[config.mk]
export PLATFORM = sky130hd
export DESIGN_NAME = my_rom_top_module
export DESIGN_NICKNAME = d
export VERILOG_FILES = /design/src/rtl/myrom_pkg.sv /design/src/rtl/my_rom.sv /design/src/rtl/my_rom_top_module.sv
export SDC_FILE = /design/constraint.sdc
export NUM_CORES = 1
export LEC_CHECK = 0
export CAP_MARGIN = 0
export CORE_AREA = 2 2 39 41
export CTS_CLUSTER_DIAMETER = 100
export DETAILED_ROUTE_END_ITERATION = 10
export DIE_AREA = 0 0 41 43
export SLEW_MARGIN = 20
export SYNTH_ARGS = -nofsm -noshare
export SYNTH_HDL_FRONTEND = slang
export SYNTH_SLANG_ARGS = --single-unit
[constraint.sdc]
create_clock -name Clk -period 3.91 [get_ports Clk]
set_clock_uncertainty 0.2 [all_clocks]
set_input_delay 0.782 -clock Clk [delete_from_list [all_inputs] [get_ports Clk]]
set_output_delay 0.782 -clock Clk [all_outputs]
set_load 0.02 [all_outputs]
[src/rtl/myrom_pkg.sv]
// Shared defaults and ROM contents for the my_rom sequencer.
// Contents form an up-odd / down-even 4-bit ramp.
package myrom_pkg;

   localparam int DATA_W_DEF = 4;
   localparam int DEPTH_DEF  = 16;
   localparam int ADDR_W_DEF = 4;

   localparam logic [DATA_W_DEF-1:0] ROM_TABLE [DEPTH_DEF] = '{
      4'h1, 4'h3, 4'h5, 4'h7, 4'h9, 4'hB, 4'hD, 4'hF,
      4'hE, 4'hC, 4'hA, 4'h8, 4'h6, 4'h4, 4'h2, 4'h0
   };

endpackage

[src/rtl/my_rom.sv]
// Pure combinational lookup into the constant ROM table.
// Addresses beyond the table read as zero.
module my_rom
   import myrom_pkg::*;
#(
   parameter int DATA_W = DATA_W_DEF,
   parameter int DEPTH  = DEPTH_DEF,
   parameter int ADDR_W = ADDR_W_DEF
) (
   input  logic [ADDR_W-1:0] addr,
   output logic [DATA_W-1:0] word
);

   // select the table entry matching addr
   always_comb begin
      word = '0;
      for (int i = 0; i < DEPTH && i < DEPTH_DEF; i++) begin
         if (addr == ADDR_W'(i)) word = DATA_W'(ROM_TABLE[i]);
      end
   end

endmodule

[src/rtl/my_rom_top_module.sv]
// Free-running ROM sequencer: wrapping address counter feeding my_rom.
// Define MYROM_OUTREG_EN to register Data (one extra cycle latency).
module my_rom_top_module
   import myrom_pkg::*;
#(
   parameter int DATA_W = DATA_W_DEF,
   parameter int DEPTH  = DEPTH_DEF,
   parameter int ADDR_W = ADDR_W_DEF
) (
   input  logic              Clk,
   input  logic              Rst,
   output logic [DATA_W-1:0] Data
);

   logic [ADDR_W-1:0] addr_q;
   logic [ADDR_W-1:0] addr_d;
   logic [DATA_W-1:0] rom_word;

   // next address: increment, natural wrap at DEPTH (power of two)
   always_comb begin
      addr_d = addr_q + ADDR_W'(1);
   end

   // address counter, synchronous reset to entry 0
   always_ff @(posedge Clk) begin
      if (Rst) addr_q <= '0;
      else     addr_q <= addr_d;
   end

   my_rom #(
      .DATA_W (DATA_W),
      .DEPTH  (DEPTH),
      .ADDR_W (ADDR_W)
   ) u_rom (
      .addr (addr_q),
      .word (rom_word)
   );

`ifdef MYROM_OUTREG_EN
   logic [DATA_W-1:0] data_q;
   logic [DATA_W-1:0] data_d;

   // output register captures the word for the current address
   always_comb begin
      data_d = rom_word;
   end

   // output register, cleared on reset
   always_ff @(posedge Clk) begin
      if (Rst) data_q <= '0;
      else     data_q <= data_d;
   end

   assign Data = data_q;
`else
   assign Data = rom_word;
`endif

endmodule

## After elaboration in Yosys (flattened, before gate mapping)

Cells that the tools add are included.

- Memories kept: 0
- Memory bits (read-only): 0
- Bits in registers: 4
- Bits in latches: 0
- Word-level logic and storage cells: 34
- Output and inout port bits: 4
- Bits in writable memories: 0

- Reduce and logical (&&, ||, !) cells: 1
- Muxes and demuxes: 16
- Multipliers: 0
- Eq/ne operators: 15
- $add $sub $neg: 1
- Order comparisons: 0
- Divide/modulo/power cells: 0
- Bitwise gates (word level): 0
- Shifts and indexed selects: 0

Operators by type and width:

| cell | number |
|---|---|
| 4-bit two-way mux | 12 |
| 4-bit == test, second input constant | 8 |
| 4-bit by 3-bit == test with 1-bit output, second input constant | 4 |
| 4-bit by 2-bit == test with 1-bit output, second input constant | 2 |
| 3-bit two-way mux | 2 |
| 4-bit by 1-bit adder with 4-bit output, second input constant | 1 |
| 4-bit by 1-bit == test with 1-bit output, second input constant | 1 |
| 4-bit zero test | 1 |
| 2-bit two-way mux | 1 |
| 1-bit two-way mux | 1 |

## Logic depth before layout (Yosys ltp)

- Word-level depth: 17
- Depth in mapped cells: 7
- Mapped depth without buffers: 6

## Hierarchy

From an unflattened synthesis, not the netlist that was laid out.

- Cells, all modules: 27
- Area, all modules: 259.0 µm²

Modules (own cells, without submodules):

| module | times used | area an instance (µm²) | cells an instance |
|---|---|---|---|
| my_rom_top_module | 1 | 150.1 | 13 |
| my_rom | 1 | 108.9 | 14 |

## Worst setup path after synthesis

No wires, ideal clock.

- Path type: flip-flop to output port
- Start: register addr_q[0]
- End: output Data[2]
- Buffers on the path: 1
- Data arrival time: 1.582 ns
- Stages on the path, launching flop included: 5
- Required time: 2.928 ns
- Setup slack: 1.346 ns
- Cells stage by stage: dfxtp_1 inv_1 ha_1 buf_6 o41ai_1

- Longest elaborated chain between the ends: 15
- Elaborated cells between the ends (all ways): 28
- Classes of those cells: 14 x eq/ne; 14 x mux

Ends and longest elaborated chain:

| item | RTL line | RTL |
|---|---|---|
| from (decl) | my_rom_top_module.sv:15 | `logic [ADDR_W-1:0] addr_q;` |
| from (signal assigned) | my_rom_top_module.sv:27 | `else addr_q <= addr_d;` |
| 4-bit by 2-bit == test with 1-bit output | my_rom.sv:18 | `if (addr == ADDR_W'(i)) word = DATA_W'(ROM_TABLE[i]);` |
| 3-bit two-way mux (2 in series) | my_rom.sv:18 |  |
| 4-bit two-way mux (11 in series) | my_rom.sv:18 |  |
| 4-bit two-way mux (*) | my_rom.sv:18 |  |
| to (decl) | my_rom_top_module.sv:12 | `output logic [DATA_W-1:0] Data` |

Mark *: on every way between the ends. The rest lies on a longest branch, timed or not.

## Worst setup path in the final report

- Start: register addr_q[0]
- End: output Data[1]

- Longest elaborated chain between the ends: 16
- Elaborated cells between the ends (all ways): 30
- Classes of those cells: 15 x eq/ne; 15 x mux

Ends and longest elaborated chain:

| item | RTL line |
|---|---|
| 4-bit by 1-bit == test with 1-bit output | my_rom.sv:18 |
| 2-bit two-way mux | my_rom.sv:18 |
| 3-bit two-way mux (2 in series) | my_rom.sv:18 |
| 4-bit two-way mux (11 in series) | my_rom.sv:18 |
| 4-bit two-way mux (*) | my_rom.sv:18 |

Marks and branches as above.

==> results.toml <==
[setup_path]
reg2reg_from = "addr_q[0]"
r2r_slack_ns = 2.59
path_cells = "ha_1 > o22ai_2 > a21oi_2 > a21oi_1 > a311o_1 > clkdlybuf4s50_1"
cp_max_fo = 9
cpPeakStageDelay_ns = 0.53
reg2reg_to = "addr_q[2]"
cpMaxStageDelayCell = "clkdlybuf4s50_1"
cp-end-kind = "output pin"
critPathLaunchType = "flop"
r2r_cells = 3
worstSetupPathType = "reg2out"
crit_buf_inv = 1
cp_top_family = "compound AO/OA/AOI/OAI gates"
cp.arrival_ns = 2.20
crit_required_ns = 2.93

[placement]
portBuffers = 5
place_area_um2 = 459
gp_congestion = 0.661
dp.cells = 70
detailed_place_hpwl_um = 510

[route]
antenna_left = 0
drtPass1Iterations = 4
wire_per_inst_um = 9.33
via_per_inst = 4.88
vias = 356
drc = 0
drtIter0Drc = 9
routed_wirelength_um = 681

[synth]
avgSynthCellArea_um2 = 8.07
synth_seq_cells = 4
syn-cell-area_um2 = 412
seq_area_frac_synth = 0.195
syn_inst = 51
yosys.area.top_type = "ha_1"
synth-edff-count = 0
synth_area_leaders = "ha_1 27%, dfxtp_1 19%, nor2_1 6.4%"
synth.distinct_cells = 19
synth_ff_type = "dfxtp_1"
ys_warn_count = 0
yosys.area.top_type_share = 0.274
syn-num-nets = 62
async_flop_share = 0

[layout]
nNetsFinal = 70
max_flop_register = "addr_q"
fillers = 149
mostFrequentLayoutCell = "ha_1"
layout_common_cells = "9 x ha_1, 7 x nor2_1, 6 x inv_1, 5 x clkdlybuf4s50_1"
final_cell_area_um2 = 482
top_regs = "addr_q (4)"
drive_gt1_frac = 0.123
fin_util = 0.348
area_delta_synth_final_pct = 17.0
n_antenna_cell = 0
finalNonFillerCells = 73
largest_reg_flops = 4

[grt]
grt_pass1_wl_um = 1170
grt_antenna_before_repair = 0
grt-ovfl-total = 0
grt_pass1_vias = 271
grt_util_all_layers = 0.101
grt_max_degree = 10

[cts]
cts_max_level = 1
postCtsHoldBufs = 0
cts.sinks = 4
clock_latency_ns = 0.23
tritoncts = "built"
cts_root_buffer = "clkbuf_4"
clk_pin_slew_ns = 0.04
post_cts.repair.setup_buffers = 0
cts.path.max_buffers = 2
cts_resized = 0
cts_inserted_buffers = 3

[die]
io_pins = 6
core_um2 = 1380
die_x_um = 41
die_y_um = 43
start_util = 0.297
rows = 14
die_area_um2 = 1760

[sta]
final-hold-violation-count = 0
setup_viol = 0
max_slew_margin = 0.762
fin_crit_sh = 0.814
rsz0062_at_grt = "no"
finalCriticalPeriod_ns = 3.18
tightest_slew_ns = 0.357
max_freq_mhz = 314
slew_violations = 0
finalSetupTns_ns = 0

[power_and_ir_drop]
power_uw = 142
power_density_nw_per_um2 = 295
p_leak_nw = 0.211
ir_drop_uv = 160

[hold_path]
min_from = "addr_q[0]"
whs_endpoint = "addr_q[0]"
hold_depth = 1
hp-class = "reg2reg"

[job]
drv_cap = 0

[outcome]
status = "complete, no violations"
[Yosys cell counts, types with 2 or more instances]
cell,number
inv_1,6
ha_1,9
nand2_1,4
dfxtp_1,4
a21oi_2,2
nand3_1,2
nor2_1,7
buf_6,2
xnor2_1,2
a21oi_1,4
[where the power goes]
| group | total (mW) | internal, mW | switching [mW] |
|---|---|---|---|
| Combinational | 0.0455 | 0.0211 | 0.0244 |
| Clock | 0.0497 | 0.0342 | 0.0155 |
| Sequential | 0.0470 | 0.0437 | 0.00326 |
| Total | 0.142 | 0.0991 | 0.0432 |
[routing by layer]
metal / global-route usage / vias to the layer above / part of all wire
li1: - / 180 / -
met1: 0.129 / 157 / 0.47
met2: 0.125 / 15 / 0.44
met4: 0.100 / 0 / 0.035
met5: 0 / - / 0
met3: 0.0314 / 4 / 0.057
[worst max path at each step]
| stage | cells after the start | to | from |
|---|---|---|---|
| final | 6 | Data[1] | addr_q[0] |
| after global routing | 6 | Data[1] | addr_q[0] |
| after CTS | 6 | Data[1] | addr_q[0] |
| after detailed placement | 6 | Data[1] | addr_q[0] |
| after global placement | 6 | Data[1] | addr_q[0] |
| after floorplan | 4 | Data[2] | addr_q[0] |
[layout make-up]
| class | count | area (um^2) | area share |
|---|---|---|---|
| multi-input combinational | 38 | 283 | 0.587 |
| clock buffer | 3 | 22.5 | 0.0468 |
| tap | 16 | 20.0 | 0.0416 |
| sequential | 4 | 80.1 | 0.166 |
| inverter | 7 | 26.3 | 0.0545 |
| timing repair buffer | 5 | 50.0 | 0.104 |
[kinds of logic after synthesis]
kind of cell / share of synthesized area
AND/OR/NAND/NOR: 0.158
AO/OA/AOI/OAI: 0.213
buffers and inverters: 0.119
adder cells (fa/ha/maj): 0.274
flip-flops: 0.195
XOR/XNOR: 0.0426
[stage by stage]
step                setup WS (ns)  hold slack, ns
finish                      0.726           0.290
floorplan                    1.35           0.245
global placement            0.989           0.271
detailed placement          0.978           0.283
CTS                         0.725           0.290
global route                0.611           0.325
Note: power is estimated with default switching activity, not from simulation.
